==> config.mk <==
export PLATFORM = sky130hd
export DESIGN_NAME = cp0_exc_unit
export DESIGN_NICKNAME = d
export VERILOG_FILES = /design/src/rtl/cp0_exc_unit.sv
export SDC_FILE = /design/constraint.sdc
export NUM_CORES = 1
export LEC_CHECK = 0
export ABC_CLOCK_PERIOD_IN_PS = 3200
export BUFFER_PORTS_ARGS = -buffer_cell sky130_fd_sc_hd__buf_2
export CAP_MARGIN = 20
export CORE_ASPECT_RATIO = 1.1
export CORE_MARGIN = 1.5
export CORE_UTILIZATION = 50
export DETAILED_ROUTE_END_ITERATION = 10
export GPL_TIMING_DRIVEN = 0
export PLACE_DENSITY_LB_ADDON = 0.3
export SLEW_MARGIN = 5
export SYNTH_ARGS = -nofsm -noshare
export SYNTH_HDL_FRONTEND = slang
export SYNTH_SLANG_ARGS = --single-unit
==> constraint.sdc <==
create_clock -name clk -period 3.2 [get_ports clk]
set_input_delay 0 -clock clk [delete_from_list [all_inputs] [get_ports clk]]
set_output_delay 0 -clock clk [all_outputs]
set_load 0.02 [all_outputs]
==> src/rtl/cp0_exc_unit.sv <==
// Coprocessor-0 register file and exception-commit unit at the MEM stage.
// Commits precise exceptions/interrupts and ERET, serves MFC0/MTC0, and
// produces the flush/redirect pair that steers instruction fetch.
module cp0_exc_unit (
  input  logic        clk,
  input  logic        rst,
  input  logic        MEM_CP0WrEn,
  input  logic [7:0]  MEM_CP0Addr,
  input  logic [31:0] MEM_GPR_RT,
  input  logic        MEM_Exception,
  input  logic [4:0]  MEM_ExcCode,
  input  logic        MEM_isBD,
  input  logic [31:0] MEM_PC,
  input  logic [31:0] badvaddr,
  input  logic        MEM_eret_flush,
  input  logic [5:0]  ext_int,
  output logic [31:0] CP0Out,
  output logic        exc_flush,
  output logic [31:0] exc_npc,
  output logic        Status_EXL
);

  localparam logic [7:0]  ADDR_BADVADDR = 8'h40;
  localparam logic [7:0]  ADDR_COUNT    = 8'h48;
  localparam logic [7:0]  ADDR_COMPARE  = 8'h58;
  localparam logic [7:0]  ADDR_STATUS   = 8'h60;
  localparam logic [7:0]  ADDR_CAUSE    = 8'h68;
  localparam logic [7:0]  ADDR_EPC      = 8'h70;
  localparam logic [31:0] EXC_VECTOR    = 32'hbfc0_0380;

  logic [31:0] badvaddr_q, badvaddr_d;
  logic [31:0] count_q,    count_d;
  logic [31:0] compare_q,  compare_d;
  logic [31:0] epc_q,      epc_d;
  logic        tick_q,     tick_d;
  logic [7:0]  im_q,       im_d;
  logic        exl_q,      exl_d;
  logic        ie_q,       ie_d;
  logic        bd_q,       bd_d;
  logic        ti_q,       ti_d;
  logic [5:0]  ip_hw_q,    ip_hw_d;
  logic [1:0]  ip_sw_q,    ip_sw_d;
  logic [4:0]  exccode_q,  exccode_d;

  logic        int_take;
  logic        exc_take;
  logic        eret_take;
  logic [4:0]  exc_code;
  logic [31:0] status_rd;
  logic [31:0] cause_rd;

  assign status_rd = {9'b0, 1'b1, 6'b0, im_q, 6'b0, exl_q, ie_q};
  assign cause_rd  = {bd_q, ti_q, 14'b0, ip_hw_q, ip_sw_q, 1'b0, exccode_q, 2'b0};

  // Event arbitration: interrupt beats synchronous exception beats ERET; a bubble never takes an interrupt.
  always_comb begin
    int_take  = (MEM_PC != 32'd0) && ie_q && !exl_q && (|({ip_hw_q, ip_sw_q} & im_q));
    exc_take  = int_take | MEM_Exception;
    exc_code  = int_take ? 5'd0 : MEM_ExcCode;
    eret_take = MEM_eret_flush && !exc_take;
    exc_flush = exc_take | eret_take;
    exc_npc   = exc_take ? EXC_VECTOR : epc_q;
    Status_EXL = exl_q;
  end

  // MFC0 read mux; unmapped addresses read as zero.
  always_comb begin
    CP0Out = 32'd0;
    case (MEM_CP0Addr)
      ADDR_BADVADDR: CP0Out = badvaddr_q;
      ADDR_COUNT:    CP0Out = count_q;
      ADDR_COMPARE:  CP0Out = compare_q;
      ADDR_STATUS:   CP0Out = status_rd;
      ADDR_CAUSE:    CP0Out = cause_rd;
      ADDR_EPC:      CP0Out = epc_q;
      default:       CP0Out = 32'd0;
    endcase
  end

  // Next-state: free-running timer and IP sampling, then exception commit, ERET, or MTC0 (mutually exclusive).
  always_comb begin
    badvaddr_d = badvaddr_q;
    compare_d  = compare_q;
    epc_d      = epc_q;
    im_d       = im_q;
    exl_d      = exl_q;
    ie_d       = ie_q;
    bd_d       = bd_q;
    ip_sw_d    = ip_sw_q;
    exccode_d  = exccode_q;
    tick_d     = ~tick_q;
    count_d    = count_q + {31'b0, tick_q};
    ip_hw_d    = {ext_int[5] | ti_q, ext_int[4:0]};
    ti_d       = ti_q;
    if ((count_q == compare_q) && (compare_q != 32'd0)) ti_d = 1'b1;

    if (exc_take) begin
      if (!exl_q) begin
        epc_d = MEM_isBD ? (MEM_PC - 32'd4) : MEM_PC;
        bd_d  = MEM_isBD;
      end
      exl_d     = 1'b1;
      exccode_d = exc_code;
      if ((exc_code == 5'd4) || (exc_code == 5'd5)) badvaddr_d = badvaddr;
    end else if (eret_take) begin
      exl_d = 1'b0;
    end else if (MEM_CP0WrEn) begin
      case (MEM_CP0Addr)
        ADDR_COUNT: begin
          count_d = MEM_GPR_RT;
          tick_d  = 1'b0;
        end
        ADDR_COMPARE: begin
          compare_d = MEM_GPR_RT;
          ti_d      = 1'b0;
        end
        ADDR_STATUS: begin
          im_d  = MEM_GPR_RT[15:8];
          exl_d = MEM_GPR_RT[1];
          ie_d  = MEM_GPR_RT[0];
        end
        ADDR_CAUSE: ip_sw_d = MEM_GPR_RT[9:8];
        ADDR_EPC:   epc_d   = MEM_GPR_RT;
        default: ;
      endcase
    end
  end

  // State registers; reset clears everything immediately, BEV is hardwired in the read path.
  always_ff @(posedge clk or negedge rst) begin
    if (!rst) begin
      badvaddr_q <= 32'd0;
      count_q    <= 32'd0;
      compare_q  <= 32'd0;
      epc_q      <= 32'd0;
      tick_q     <= 1'b0;
      im_q       <= 8'd0;
      exl_q      <= 1'b0;
      ie_q       <= 1'b0;
      bd_q       <= 1'b0;
      ti_q       <= 1'b0;
      ip_hw_q    <= 6'd0;
      ip_sw_q    <= 2'd0;
      exccode_q  <= 5'd0;
    end else begin
      badvaddr_q <= badvaddr_d;
      count_q    <= count_d;
      compare_q  <= compare_d;
      epc_q      <= epc_d;
      tick_q     <= tick_d;
      im_q       <= im_d;
      exl_q      <= exl_d;
      ie_q       <= ie_d;
      bd_q       <= bd_d;
      ti_q       <= ti_d;
      ip_hw_q    <= ip_hw_d;
      ip_sw_q    <= ip_sw_d;
      exccode_q  <= exccode_d;
    end
  end

endmodule

==> impl_metrics.tcl, run 1 <==
set metrics [dict create \
    end_kind "output port" \
    drt_iter0_drc 1066 \
    h-tree-depth 4 \
    critPathMostFrequentCell "buf_2" \
    hold_viol_final 0 \
    wl_per_cell_um 23.3 \
    setup-violations-final 0 \
    slew_headroom_pct 38.4 \
    antenna_found_initial 0 \
    place_ws_ns 0.0267 \
    status "finished clean" \
    fin_ws_ns 0.0639 \
    synth_edf_count 0 \
    antenna_left 0 \
    cp.required_ns 3.20 \
    synth_top_area_share_pct 41.1 \
    tightest_slew_ns 0.911 \
    cp.arrival_ns 3.14 \
    synthArstFlopShare_pct 100 \
    grt_setup_unrepaired "no" \
    critPathKind "in -> out" \
    cp_cell_sequence "buf_2 > nor4_2 > nand4_1 > o31ai_4 > buf_6 > clkbuf_1 > and3_1 > buf_2" \
    syn_area_um2 9380 \
    start_util_pct 50.9 \
    grt_util_all_layers_pct 34.9 \
    drive_gt1_share_pct 31.7 \
    maxSlewViolCount 0 \
    drt-met1-wl_mm 13.7 \
    vias 8919 \
    clock_latency_ns 0.44 \
    syn_area_per_cell_um2 10.4 \
    grt_pass1_vias 8883 \
    yosysTopAreaCell "dfrtp_1" \
    diodes 0 \
    fin_util_pct 66.1 \
    numCtsBuffers 17 \
    ys_ff_latch 154 \
    tritoncts "done" \
    slowest_delay_ns 0.72 \
    port_buffers 185 \
    cts.clk_slew.worst_paths_ns 0.07 \
    nets 1317 \
    final-instance-count-excl-fill 1448 \
    routed_wl_mm 33.7 \
    cp-start-kind "primary input" \
    synth_cell_types 65 \
    synthesis.nets 1023 \
    synth.area.top_cells "dfrtp_1, mux2_2, mux2_4" \
    met2_length_mm 15.8 \
    p_per_area_nw_per_um2 462 \
    min_period_over_period_pct 98.0 \
    grt_max_degree 99 \
    place_hpwl_mm 25.2 \
    cts_root_buffer "clkbuf_16" \
    grt_pass1_wl_mm 51.3 \
    cpMaxStageDelayCell "o31ai_4" \
    gr-total-overflow 0 \
    drcViolationCount 0 \
    row_count 52 \
    synth_flop_cell "dfrtp_1" \
    clockBufferDepth 2 \
    wl_met3_mm 2.92 \
    clock-sinks 154 \
    die-area_um2 19600 \
    crit_fanout 10 \
    yosysSeqAreaShare_pct 41.1 \
    place.gp.congestion 0.991 \
    ys_warn_count 0 \
    fin_crit_ns 3.14 \
    die_y_um 147 \
    fmaxAchievable_ghz 0.319 \
    numPlacedInstances 1329 \
    core_um2 18400 \
    cts_setup_buffers 0 \
    viasPerCell 6.16 \
    pin_count 187 \
    area_growth_pct 29.8 \
    clock-skew-final_ns 0.00764 \
    netlist_instances 898 \
    hold_path_class "in -> reg" \
    die_w_um 134 \
    drv_cap 0 \
    top_layer "met4" \
    p_leak_nw 5.86 \
    vdd_ir_drop_max_uv 336 \
    firstDrtPassIters 7 \
]
==> layout by cell type (no fill, tap or decap), drive strengths merged, types with 11 or more instances in the layout <==
cell         instances
dfrtp              154
xnor2               29
dlygate4sd3         85
clkbuf              71
nand3               24
nand4               22
or4                 12
nor3                11
nor2                31
a22o                14
mux2               114
nand2               70
nor4                26
o211ai              11
a31o                12
xor2                47
a222oi              24
or3                 33
and3                40
o21ai               44
buf                204
a22oi               14
==> synth_stat cells (3+ instances only) <==
| master | n |
|---|---|
| or4_1 | 10 |
| nor2_1 | 31 |
| a22oi_1 | 14 |
| and2_1 | 5 |
| nor4b_1 | 3 |
| buf_6 | 7 |
| or2_2 | 3 |
| and3_1 | 40 |
| mux2_2 | 83 |
| nor2b_1 | 4 |
| nand4_1 | 21 |
| mux2_4 | 30 |
| buf_2 | 7 |
| mux2i_1 | 7 |
| a31oi_1 | 3 |
| xor2_1 | 47 |
| clkbuf_1 | 51 |
| nand2b_1 | 4 |
| nand3_1 | 21 |
| a222oi_1 | 24 |
| nor3_1 | 10 |
| ha_1 | 4 |
| or3_1 | 33 |
| o21ai_0 | 44 |
| nand2_1 | 69 |
| a31o_2 | 12 |
| xnor2_1 | 29 |
| dfrtp_1 | 154 |
| a22o_1 | 14 |
| a221o_1 | 8 |
| o211ai_1 | 11 |
| inv_1 | 5 |
| nor3b_1 | 8 |
| nor4_1 | 24 |
| o31ai_1 | 8 |
| and4_1 | 3 |
| a21oi_1 | 9 |
==> repair_timing <==
item,4_1_cts,5_1_grt
resized for setup,1,3
endpoints found under the hold margin,278,0
pin swaps,0,1
hold buffers,85,0
cloned,0,0
setup endpoints to repair,2,17
==> worst max-delay path, delay by kind of cell <==
| kind | cells | cell delay (ns) |
|---|---|---|
| simple gates | 3 | 1.45 |
| buf+inv | 4 | 0.96 |
| compound gates | 1 | 0.72 |
==> final cells by class <==
cell class                 count  area, µm²
buffer                        66        314
timing repair buffer         275       1840
clock inverter                13        169
tap                          243        304
clock buffer                  19        453
sequential                   154       3850
fill                        1476       6240
inverter                       5       18.8
multi-input combinational    673       5220
==> power breakdown <==
group	switching (W)	total [W]	internal, W
clock network	0.000856	0.00213	0.00127
logic	0.000525	0.00108	0.000552
registers	0.000233	0.00242	0.00219
total	0.00161	0.00562	0.00401
==> sequential cells by signal, indices dropped and copies added (netlist names) <==
signal,cells
Status_EXL,1
badvaddr_q,32
bd_q,1
compare_q,32
count_q,32
epc_q,32
exccode_q,5
ie_q,1
im_q,8
ip_hw_q,6
ip_sw_q,2
ti_q,1
tick_q,1
==> metal layers <==
metal	up-vias	track usage [%]
met2	518	56.5
met1	4309	45.9
met4	0	15.1
met5	-	0
met3	97	6.39
li1	3995	-
==> logic make-up (layout without fill, tap and decap cells) <==
family	after synthesis	count (layout)	synth area share, %
simple gates	307	307	18.8
compound gates	165	165	13.3
flops	154	154	41.1
mux	121	121	15.6
xor+xnor	76	76	7.10
buf+inv	71	378	3.54
fa+ha+maj	4	4	0.534
==> per-stage QoR <==
step | hold WS (ns) | total power [W] | instance area, µm² | setup TNS, ns
floorplan | -0.296 | 0.00297 | 9380 | 0
global placement | 0.111 | 0.00338 | 10600 | -33.42
detailed placement | -0.0513 | 0.00341 | 10700 | 0
CTS | 0.000478 | 0.00560 | 12200 | 0
global route | 0.0283 | 0.00583 | 12200 | 0
finish | 0.00112 | 0.00562 | 12200 | 0
==> path summary, 6_finish.rpt <==
kind | start | endpoint | slack (ns) | cells past startpoint
max | MEM_PC[10] | exc_npc[10] | 0.06 | 8
min | MEM_PC[2] | epc_q[2] | 0.001 | 4
max reg2reg | Status_EXL | epc_q[23] | 0.36 | 7
min reg2reg | tick_q | tick_q | 0.48 | 1
max in group asynchronous | rst | compare_q[26] | 2.30 | 3
min in group asynchronous | rst | epc_q[29] | 0.06 | 2
No activity file was read; power rests on OpenSTA's default activity.
==> run 2, diff against run 1 <==
--- a/config.mk
+++ b/config.mk
@@ -8,7 +8,6 @@
 export ABC_CLOCK_PERIOD_IN_PS = 3200
 export BUFFER_PORTS_ARGS = -buffer_cell sky130_fd_sc_hd__buf_2
 export CAP_MARGIN = 20
-export CORE_ASPECT_RATIO = 1.1
 export CORE_MARGIN = 1.5
 export CORE_UTILIZATION = 50
 export DETAILED_ROUTE_END_ITERATION = 10
==> impl_metrics.tcl, run 2 (synthesis gave the netlist of run 1 again) <==
set metrics [dict create \
    cp.arrival_ns 3.10 \
    fin_area_um2 12200 \
    tightest_slew_ns 0.948 \
    end_kind "output port" \
    place.gp.congestion 0.985 \
    vdd_ir_drop_max_uv 229 \
    firstDrtPassIters 10 \
    clockBufferDepth 2 \
    drcViolationCount 12 \
    die_y_um 140 \
    grt_pass1_vias 9033 \
    cts.clk_slew.worst_paths_ns 0.07 \
    vias 9087 \
    drt_iter0_drc 920 \
    post_dp_cell_area_um2 10700 \
    grt_util_all_layers_pct 35.6 \
    core_um2 18100 \
    drv_cap 0 \
    pin_count 187 \
    crit_fanout 10 \
    cts_root_buffer "clkbuf_16" \
    hold_path_class "in -> reg" \
    setup-violations-final 0 \
    min_period_over_period_pct 96.9 \
    layout_commonest_cell "buf_2" \
    grt_setup_unrepaired "no" \
    r2r_start "Status_EXL" \
    grt_max_degree 98 \
    fin_crit_ns 3.10 \
    fin_total_pwr_w 0.00552 \
    mostFrequentLayoutCells "buf_2, dfrtp_1, dlygate4sd3_1" \
    die_w_um 140 \
    maxSlewViolCount 0 \
    min_path_cells 4 \
    fin_setup_tns_ns 0 \
    min_from "MEM_PC[5]" \
    r2r_cells 7 \
    antenna_found_initial 0 \
    nets 1325 \
    hold_viol_final 0 \
    violations "design-rule violations" \
    drive_gt1_share_pct 31.7 \
    clock_latency_ns 0.43 \
    critPathKind "in -> out" \
    fmaxAchievable_ghz 0.322 \
    start_util_pct 51.7 \
    area_growth_pct 30.0 \
    wl_per_cell_um 23.7 \
    die-area_um2 19600 \
    row_count 49 \
    viasPerCell 6.30 \
    cp.required_ns 3.20 \
    grt_pass1_wl_mm 52.5 \
    place_hpwl_mm 25.2 \
    h-tree-depth 4 \
    numCtsBuffers 17 \
    port_buffers 185 \
    clock-skew-final_ns 0.00983 \
    slew_headroom_pct 36.3 \
    diodes 0 \
    clock-sinks 154 \
    p_leak_nw 5.89 \
    p_per_area_nw_per_um2 452 \
    tritoncts "done" \
    status "finished with violations" \
    antenna_left 0 \
    cp-start-kind "primary input" \
    crit_start "MEM_CP0Addr[0]" \
    gr-total-overflow 0 \
    routed_wl_mm 34.2 \
]
==> run 2: cell types whose count changed in the layout (fill, tap and decap cells not counted), sizes merged <==
| cell | before | now |
|---|---|---|
| bufinv | 3 | 1 |
| inv | 6 | 13 |
| dlygate4sd3 | 85 | 91 |
| clkinv | 2 | 4 |
| clkbuf | 71 | 69 |
| clkinvlp | 7 | 2 |
| buf | 204 | 206 |
==> run 2: layout make-up <==
type / instances / area, µm²
fill: 1405 / 5950
multi-input combinational: 673 / 5220
sequential: 154 / 3850
timing repair buffer: 283 / 1920
clock buffer: 17 / 425
buffer: 66 / 314
tap: 229 / 287
clock inverter: 15 / 155
inverter: 5 / 18.8
==> run 2: per-layer routing <==
layer	vias to the layer above	track usage (%)	wire [µm]
met4	0	14.4	1190
li1	4019	-	-
met3	87	9.57	3330
met2	539	56.2	15700
met1	4442	46.7	14000
met5	-	0	0
==> run 2: worst paths after layout <==
kind                             endpoint  slack, ns
setup / recovery               CP0Out[16]        0.1
hold / removal                   epc_q[5]       0.02
setup reg to reg                     bd_q       0.26
hold reg to reg                    tick_q       0.47
max in group asynchronous   compare_q[18]       2.26
min in group asynchronous  badvaddr_q[25]       0.08
==> run 2: through the flow <==
| step | hold WS [ns] | util [%] | setup slack [ns] | cells |
|---|---|---|---|---|
| after floorplan | -0.296 | - | 0.843 | 898 |
| after global placement | 0.111 | 58.4 | -0.325 | 1312 |
| after detailed placement | -0.0366 | 58.7 | -0.0435 | 1315 |
| after CTS | 0.00491 | 67.0 | 0.0773 | 1438 |
| after global routing | 0.0359 | 67.2 | 0.0435 | 1442 |
| final | 0.0222 | 67.2 | 0.0979 | 1442 |
==> run 2: what timing repair did <==
action,in CTS,in global routing
resized for setup,2,3
buffers inserted,0,3
hold buffers,91,0
endpoints found under the setup margin,13,19
hold endpoints to repair,251,0
pin swaps,0,1
==> run 2: report_power, final <==
group / leakage [nW] / total (W) / switching (W) / internal [W]
sequential: 1.99 / 0.00242 / 0.000234 / 0.00218
clock: 0.280 / 0.00201 / 0.000912 / 0.00110
combinational: 3.62 / 0.00109 / 0.000530 / 0.000556
==> run 2: worst max-delay path, cell delays in order <==
cell,delay [ns]
buf_2,0.11
or4b_1,0.65
or3_1,0.39
nor3b_1,0.57
clkbuf_2,0.30
clkbuf_1,0.47
a222oi_1,0.29
nand2_1,0.14
buf_2,0.17
